==> src/rtl/latency_timer.sv <==
// Programmable cycle timer for modelling cache/memory access latency.
// A start pulse launches a run of lim_reg cycles; done marks the final cycle.
module latency_timer #(
    parameter int WIDTH         = 4,
    parameter int DEFAULT_LIMIT = 8
) (
    input  logic             clk,
    input  logic             reset,
    input  logic             start,
    input  logic [WIDTH-1:0] limit,
    input  logic             periodic,
    input  logic             hold,
    input  logic             abort,
    output logic [WIDTH-1:0] out_val,
    output logic             busy,
    output logic             done,
    output logic             overrun
);

    localparam logic [WIDTH-1:0] DEF_LIM = WIDTH'(DEFAULT_LIMIT);
    localparam logic [WIDTH-1:0] ONE     = WIDTH'(1);

    typedef enum logic {IDLE, COUNT} state_t;

    state_t           state_reg, state_next;
    logic [WIDTH-1:0] cnt_reg, cnt_next;
    logic [WIDTH-1:0] lim_reg, lim_next;
    logic             per_reg, per_next;
    logic             overrun_reg, overrun_next;

    logic [WIDTH-1:0] start_lim;
    logic             terminal;

    assign start_lim = (limit == '0) ? DEF_LIM : limit;
    assign terminal  = (state_reg == COUNT) && (cnt_reg == lim_reg);

    always_ff @(posedge clk) begin
        if (reset) begin
            state_reg   <= IDLE;
            cnt_reg     <= '0;
            lim_reg     <= DEF_LIM;
            per_reg     <= 1'b0;
            overrun_reg <= 1'b0;
        end else begin
            state_reg   <= state_next;
            cnt_reg     <= cnt_next;
            lim_reg     <= lim_next;
            per_reg     <= per_next;
            overrun_reg <= overrun_next;
        end
    end

    always_comb begin
        state_next   = state_reg;
        cnt_next     = cnt_reg;
        lim_next     = lim_reg;
        per_next     = per_reg;
        overrun_next = 1'b0;
        case (state_reg)
            IDLE: begin
                // abort outranks a simultaneous start even when idle
                if (start && !abort) begin
                    lim_next   = start_lim;
                    per_next   = periodic;
                    cnt_next   = ONE;
                    state_next = COUNT;
                end
            end
            COUNT: begin
                if (abort) begin
                    cnt_next   = '0;
                    state_next = IDLE;
                end else if (terminal) begin
                    // hold is deliberately ignored here so done is a single pulse
                    if (start) begin
                        lim_next = start_lim;
                        per_next = periodic;
                        cnt_next = ONE;
                    end else if (per_reg) begin
                        cnt_next = ONE;
                    end else begin
                        cnt_next   = '0;
                        state_next = IDLE;
                    end
                end else begin
                    overrun_next = start;
                    if (!hold) begin
                        cnt_next = cnt_reg + ONE;
                    end
                end
            end
            default: begin
                cnt_next   = '0;
                state_next = IDLE;
            end
        endcase
    end

    assign out_val = cnt_reg;
    assign busy    = (state_reg == COUNT);
    assign done    = terminal;
    assign overrun = overrun_reg;

endmodule
==> config.mk <==
export PLATFORM = sky130hd
export DESIGN_NAME = latency_timer
export DESIGN_NICKNAME = d
export VERILOG_FILES = /design/src/rtl/latency_timer.sv
export SDC_FILE = /design/constraint.sdc
export NUM_CORES = 1
export LEC_CHECK = 0
export CORE_MARGIN = 1.5
export CORE_UTILIZATION = 35
export DETAILED_ROUTE_END_ITERATION = 8
export SYNTH_ARGS = -nofsm -noshare
export SYNTH_HDL_FRONTEND = slang
export SYNTH_SLANG_ARGS = --single-unit
export TNS_END_PERCENT = 1
==> constraint.sdc <==
create_clock -name clk -period 1.75 [get_ports clk]
set_input_delay 0.4375 -clock clk [delete_from_list [all_inputs] [get_ports clk]]
set_output_delay 0.4375 -clock clk [all_outputs]
set_load 0.02 [all_outputs]
== Word level (Yosys, flattened, before mapping) ==
Index checks and enable logic that the tools add are counted.

* Bits in read-only memories: 0
* Register bits after elaboration: 11
* Output and inout bits: 7
* Word-level logic and storage cells: 44
* Memories: 0
* Latch bits: 0
* RAM bits: 0

* $mul: 0
* Reduce and logical (&&, ||, !) cells: 7
* $lt $le $gt $ge: 0
* Bitwise logic cells: 1
* Divide/modulo/power cells: 0
* Add/sub/neg operators: 1
* Mux-type cells: 24
* Shift-type cells: 0
* Equality and inequality tests: 6

{| class="wikitable"
|+ Operators by type and width
! kind !! number
|-
| 4-bit 2-to-1 mux || 9
|-
| 4-bit one-hot mux with 2 select lines || 2
|-
| 1-bit 2-to-1 mux || 11
|-
| 2-bit inequality test (second input constant) || 4
|-
| 4-bit by 1-bit adder with 4-bit output (second input constant) || 1
|-
| 4-bit == test || 1
|-
| 4-bit logical NOT || 1
|-
| 4-bit inequality test (second input constant) || 1
|-
| 1-bit one-hot mux with 2 select lines || 2
|-
| 4-bit AND reduction || 1
|-
| 4-bit OR reduction || 1
|-
| 1-bit logical AND || 2
|-
| 2-bit AND reduction || 1
|-
| 1-bit logical NOT || 1
|-
| 1-bit inverter || 1
|}

== Longest topological paths before layout ==
* Word-level depth: 6
* Depth in mapped cells: 5
* Depth with buffers taken out: 5

== Worst setup path before layout ==
Ideal clock, no wire load.

* Path kind: register to output
* Start: register cnt_reg[0], in the netlist out_val[0]
* End: output port done
* Arrival: 1.563 ns
* Path buffers: 1
* Stages on the path, launching flop included: 5
* Slack: -0.250 ns
* Cells stage by stage: dfxtp_1 > xor2_1 > or4_1 > buf_2 > nor2_1

* Word-level cells in the longest chain between the ends: 2

{| class="wikitable"
|+ Ends and longest elaborated chain
! element !! RTL line !! source
|-
| start: declaration || 26 || <nowiki>logic [WIDTH-1:0] cnt_reg, cnt_next;</nowiki>
|-
| start signal: assignment || 46 || <nowiki>cnt_reg <= cnt_next;</nowiki>
|-
| 4-bit == test || 35 || <nowiki>assign terminal = (state_reg == COUNT) && (cnt_reg == lim_reg);</nowiki>
|-
| 1-bit logical AND || 35 ||
|-
| end: declaration || 16 || <nowiki>output logic done,</nowiki>
|}

No other way between the ends.

== Final worst setup path ==
* Start: register cnt_reg[2], in the netlist out_val[2]
* End: output port done

The elaborated chain is that of the path after synthesis.

==> summary.txt <==
=====================================================================================
Max-capacitance violation count                                                     0
Filler cell count in the final layout                                             157
Via count                                                                         585
Post-Route Skew                                                             0.0106 ns
Post-synthesis mux area share                                                  0.0986
Net count of the mapped netlist                                                    80
Critical path peak fanout                                                           2
Via count of the first global-routing pass                                        555
Number of iterations in the first detailed-routing pass                             6
Number of flip-flops and latches in the synthesized netlist                        11
Worst path cell trace                                                    xor2_1 > or4_4 > nor2_4 > buf_6
Buffer and inverter count on the worst path                                         1
Most area-hungry cell type in the Yosys netlist                          sky130_fd_sc_hd__dfxtp_1
Longest Clk Path Bufs                                                               2
Launch point of the worst path                                           out_val[2]$_SDFFE_PP0P_
Number of cells on the critical path                                                4
Area enclosed by the die boundary                                          2000 sq um
Antenna diode count                                                                 0
Arrival time at the worst endpoint                                            1.51 ns
Total routed wire length on the met1 layer                                     669 um
Setup slack of the critical path after layout                               -0.201 ns
DPL Wire Length                                                               1.06 mm
Cts repair resizes                                                                 13
Area growth from synthesis to layout                                            52.0%
Setup crit start kind                                                            flop
Total Nets Final                                                                  112
Reg2Reg Setup Slack                                                          -0.09 ns
Main combinational cell family by area after synthesis                   simple AND/OR/NAND/NOR gates
Highest metal layer with signal wires                                            met4
Hold-fix buffer count after cts                                                     0
Fraction of synthesis flops using an asynchronous set or reset pin                  0
Combined global-route utilization of all metal layers                           0.170
Largest net degree at the start of global routing                                  13
Starting utilization of the core area                                           0.391
Required time at the endpoint of the critical path                            1.31 ns
Final Power                                                                  0.550 mW
Worst skew pair latency                                                       0.26 ns
Pint                                                                         0.411 mW
Maximum clock frequency                                                       513 MHz
Layout cell share with drive strength beyond 1                                  0.250
Setup Buffers After CTS                                                             0
Hold violation count in the final report                                            0
Reg-to-reg startpoint                                                    out_val[2]$_SDFFE_PP0P_
Capturing element type of the critical path                                output pin
Area inside the core boundary                                              1560 sq um
Total grt overflow                                                                  0
PortBufs                                                                           16
RSZ-0062 raised after global routing                                             true
DRC violation count after routing                                                   1
Number of flops mapped to enable cells by yosys                                     0
LEAKAGE                                                                      0.405 nW
Sum of negative setup slack                                                 -0.597 ns
I/O pin total                                                                      17
Highest-delay cell along the critical path                               sky130_fd_sc_hd__or4_4
Synthesized-area fraction occupied by xor and xnor cells                       0.0575
X dimension of the die                                                        44.7 um
Switching share of power                                                        0.254
Initial detailed-routing violation count                                            6
Post-route cell area                                                        926 sq um
Post-placement setup slack                                                  -0.453 ns
Adder and majority gate portion of the synthesized area                        0.0205
Post-Synthesis Mean Instance Area                                          8.83 sq um
Most used DFF post-synth                                                 sky130_fd_sc_hd__dfxtp_1
Die height                                                                    44.7 um
Cell at the root of the clock tree                                       sky130_fd_sc_hd__clkbuf_4
Worst-case reg-to-reg path depth                                                    6
Compound-gate portion of the synthesized area                                   0.160
Run status                                                               complete, but fails checks
WL final                                                                      1.38 mm
Area share of the largest cell type after synthesis                             0.361
TritonCTS clock tree                                                            built
Wire length of the first global-routing pass                                  2.42 mm
Failing checks                                                           DRC, setup timing
Post-Place Cell Area                                                        896 sq um
FF-to-FF End                                                             lim_reg[2]$_SDFFE_PP0P_
Worst ir drop on vdd                                                         0.333 mV
Per-cell routed wire length                                                   11.9 um
Length of routed met2 wiring                                                   658 um
Max-slew violations                                                                 0
Synthesized-area fraction occupied by and/or/nand/nor cells                     0.263
Rel. slew slack                                                                 0.854
Hold Crit Class                                                          flop to flop
List of most frequent post-synthesis cells                               sky130_fd_sc_hd__dfxtp_1 (11), sky130_fd_sc_hd__nand2b_1 (9), sky130_fd_sc_hd__mux2i_1 (6), sky130_fd_sc_hd__nor2_1 (6)
Category of the most critical setup path                                 flop to output pin
Rows                                                                               14
Count leader, synth                                                      sky130_fd_sc_hd__dfxtp_1
Post-Synthesis Cell Area                                                    609 sq um
Final cycle utilization of the critical path                                     1.11
Leading post-synthesis cells by cell area                                sky130_fd_sc_hd__dfxtp_1 (36%), sky130_fd_sc_hd__mux2i_1 (9.9%), sky130_fd_sc_hd__nand2b_1 (9.2%)
Power share of the sequential group                                             0.484
Post-route antenna net violation count                                              0
End of the critical path                                                         done
Cell class contributing the biggest share of worst-path delay            simple AND/OR/NAND/NOR gates
Transition time of the tightest slew-check pin                               0.218 ns
Share of power burned in combinational logic                                    0.207
Clock-pin slew of the registers on the worst-case setup and hold paths        0.06 ns
Minimum clock period                                                          1.95 ns
Count of distinct cell types in the synthesized netlist                            28
Final weighted congestion of routability-driven global placement                0.818
Portion of total power attributed to the clock network                          0.308
Number of sinks on the clock net                                                   11
Antenna violations before repair                                                    0
CP peak stage delay                                                           0.56 ns
Met3 routed WL                                                                  37 um
Sequential area share after synthesis                                           0.361
P_sw                                                                         0.140 mW
Final setup vio count                                                               6
Power per cell area                                                       594 nW/um^2
Via-to-Cell Ratio                                                                5.04
Number of warnings printed during yosys synthesis                                   0
Post-Synthesis Cells                                                               69
Number of buffers created by CTS                                                    3
# H-tree levels                                                                     1
=====================================================================================
[routing by layer]
layer | track usage | vias up
met2 | 0.281 | 11
met5 | 0 | -
met4 | 0.109 | 0
met3 | 0.0240 | 2
met1 | 0.206 | 266
li1 | - | 306
[logic make-up after synthesis]
kind of cell,after synthesis
simple gates,29
compound gates,12
flops,11
buf+inv,6
mux,6
xor+xnor,4
fa+ha+maj,1
[cells in the final DEF (no fill, tap or decap)]
| master | count |
|---|---|
| sky130_fd_sc_hd__dfxtp_2 | 3 |
| sky130_fd_sc_hd__a21o_1 | 1 |
| sky130_fd_sc_hd__nor2b_1 | 1 |
| sky130_fd_sc_hd__dfxtp_1 | 6 |
| sky130_fd_sc_hd__nand2_1 | 4 |
| sky130_fd_sc_hd__mux2i_1 | 6 |
| sky130_fd_sc_hd__clkbuf_1 | 1 |
| sky130_fd_sc_hd__nand4b_1 | 1 |
| sky130_fd_sc_hd__nor2_1 | 5 |
| sky130_fd_sc_hd__nor3_1 | 2 |
| sky130_fd_sc_hd__nand2b_1 | 9 |
| sky130_fd_sc_hd__a21oi_1 | 2 |
| sky130_fd_sc_hd__nor2_4 | 1 |
| sky130_fd_sc_hd__inv_1 | 4 |
| sky130_fd_sc_hd__o41a_1 | 1 |
| sky130_fd_sc_hd__clkdlybuf4s50_1 | 10 |
| sky130_fd_sc_hd__xor2_1 | 4 |
| sky130_fd_sc_hd__buf_6 | 2 |
| sky130_fd_sc_hd__o21a_1 | 1 |
| sky130_fd_sc_hd__a221oi_1 | 1 |
| sky130_fd_sc_hd__nor3b_1 | 1 |
| sky130_fd_sc_hd__ha_1 | 1 |
| sky130_fd_sc_hd__o21ai_1 | 1 |
| sky130_fd_sc_hd__a31oi_1 | 2 |
| sky130_fd_sc_hd__and4_1 | 1 |
| sky130_fd_sc_hd__a22oi_1 | 1 |
| sky130_fd_sc_hd__a211oi_1 | 1 |
| sky130_fd_sc_hd__or4_4 | 1 |
| sky130_fd_sc_hd__buf_4 | 12 |
| sky130_fd_sc_hd__dfxtp_4 | 2 |
| sky130_fd_sc_hd__nand3_1 | 2 |
| sky130_fd_sc_hd__a211oi_4 | 1 |
| sky130_fd_sc_hd__dlygate4sd2_1 | 5 |
| sky130_fd_sc_hd__nand3b_1 | 1 |
| sky130_fd_sc_hd__clkbuf_4 | 3 |
[worst min path at each step]
stage / start / slack, ns / cells after the start / end
after floorplan: lim_reg[1]$_SDFFE_PP0P_ / 0.46 / 2 / lim_reg[1]$_SDFFE_PP0P_
after global placement: lim_reg[1]$_SDFFE_PP0P_ / 0.48 / 2 / lim_reg[1]$_SDFFE_PP0P_
after detailed placement: lim_reg[2]$_SDFFE_PP0P_ / 0.48 / 2 / lim_reg[2]$_SDFFE_PP0P_
after CTS: lim_reg[2]$_SDFFE_PP0P_ / 0.50 / 2 / lim_reg[2]$_SDFFE_PP0P_
after global routing: lim_reg[2]$_SDFFE_PP0P_ / 0.53 / 2 / lim_reg[2]$_SDFFE_PP0P_
final: lim_reg[2]$_SDFFE_PP0P_ / 0.48 / 2 / lim_reg[2]$_SDFFE_PP0P_
[area by class of cell]
class / count / area (sq um) / area share
multi-input cells: 52 / 377 / 0.407
repair buffers: 29 / 256 / 0.277
flip-flops and latches: 11 / 231 / 0.250
clock buffers: 4 / 26.3 / 0.0284
well taps: 16 / 20.0 / 0.0216
inverters: 4 / 15.0 / 0.0162
[through the flow]
stage	util	std cells	hold slack [ns]
after floorplan	-	69	0.460
after global placement	0.575	112	0.480
after detailed placement	0.575	112	0.476
after CTS	0.593	116	0.496
after global routing	0.594	116	0.527
final	0.594	116	0.483
[power groups by stage]
stage,Sequential (mW),Clock (mW),Combinational [mW]
2_1_floorplan,0.277,0,0.0490
3_3_place_gp,0.272,0,0.113
3_5_place_dp,0.273,0,0.114
4_1_cts,0.267,0.180,0.115
5_1_grt,0.268,0.193,0.125
6_report,0.267,0.170,0.114
[worst register-to-register path, cell delays in order, from the launching register on]
cell and delay, ns:
sky130_fd_sc_hd__dfxtp_4 0.34, sky130_fd_sc_hd__xor2_1 0.15, sky130_fd_sc_hd__or4_4 0.56, sky130_fd_sc_hd__buf_4 0.18, sky130_fd_sc_hd__a211oi_4 0.21, sky130_fd_sc_hd__buf_6 0.16, sky130_fd_sc_hd__mux2i_1 0.17
Power figures use the tool's default switching activity.
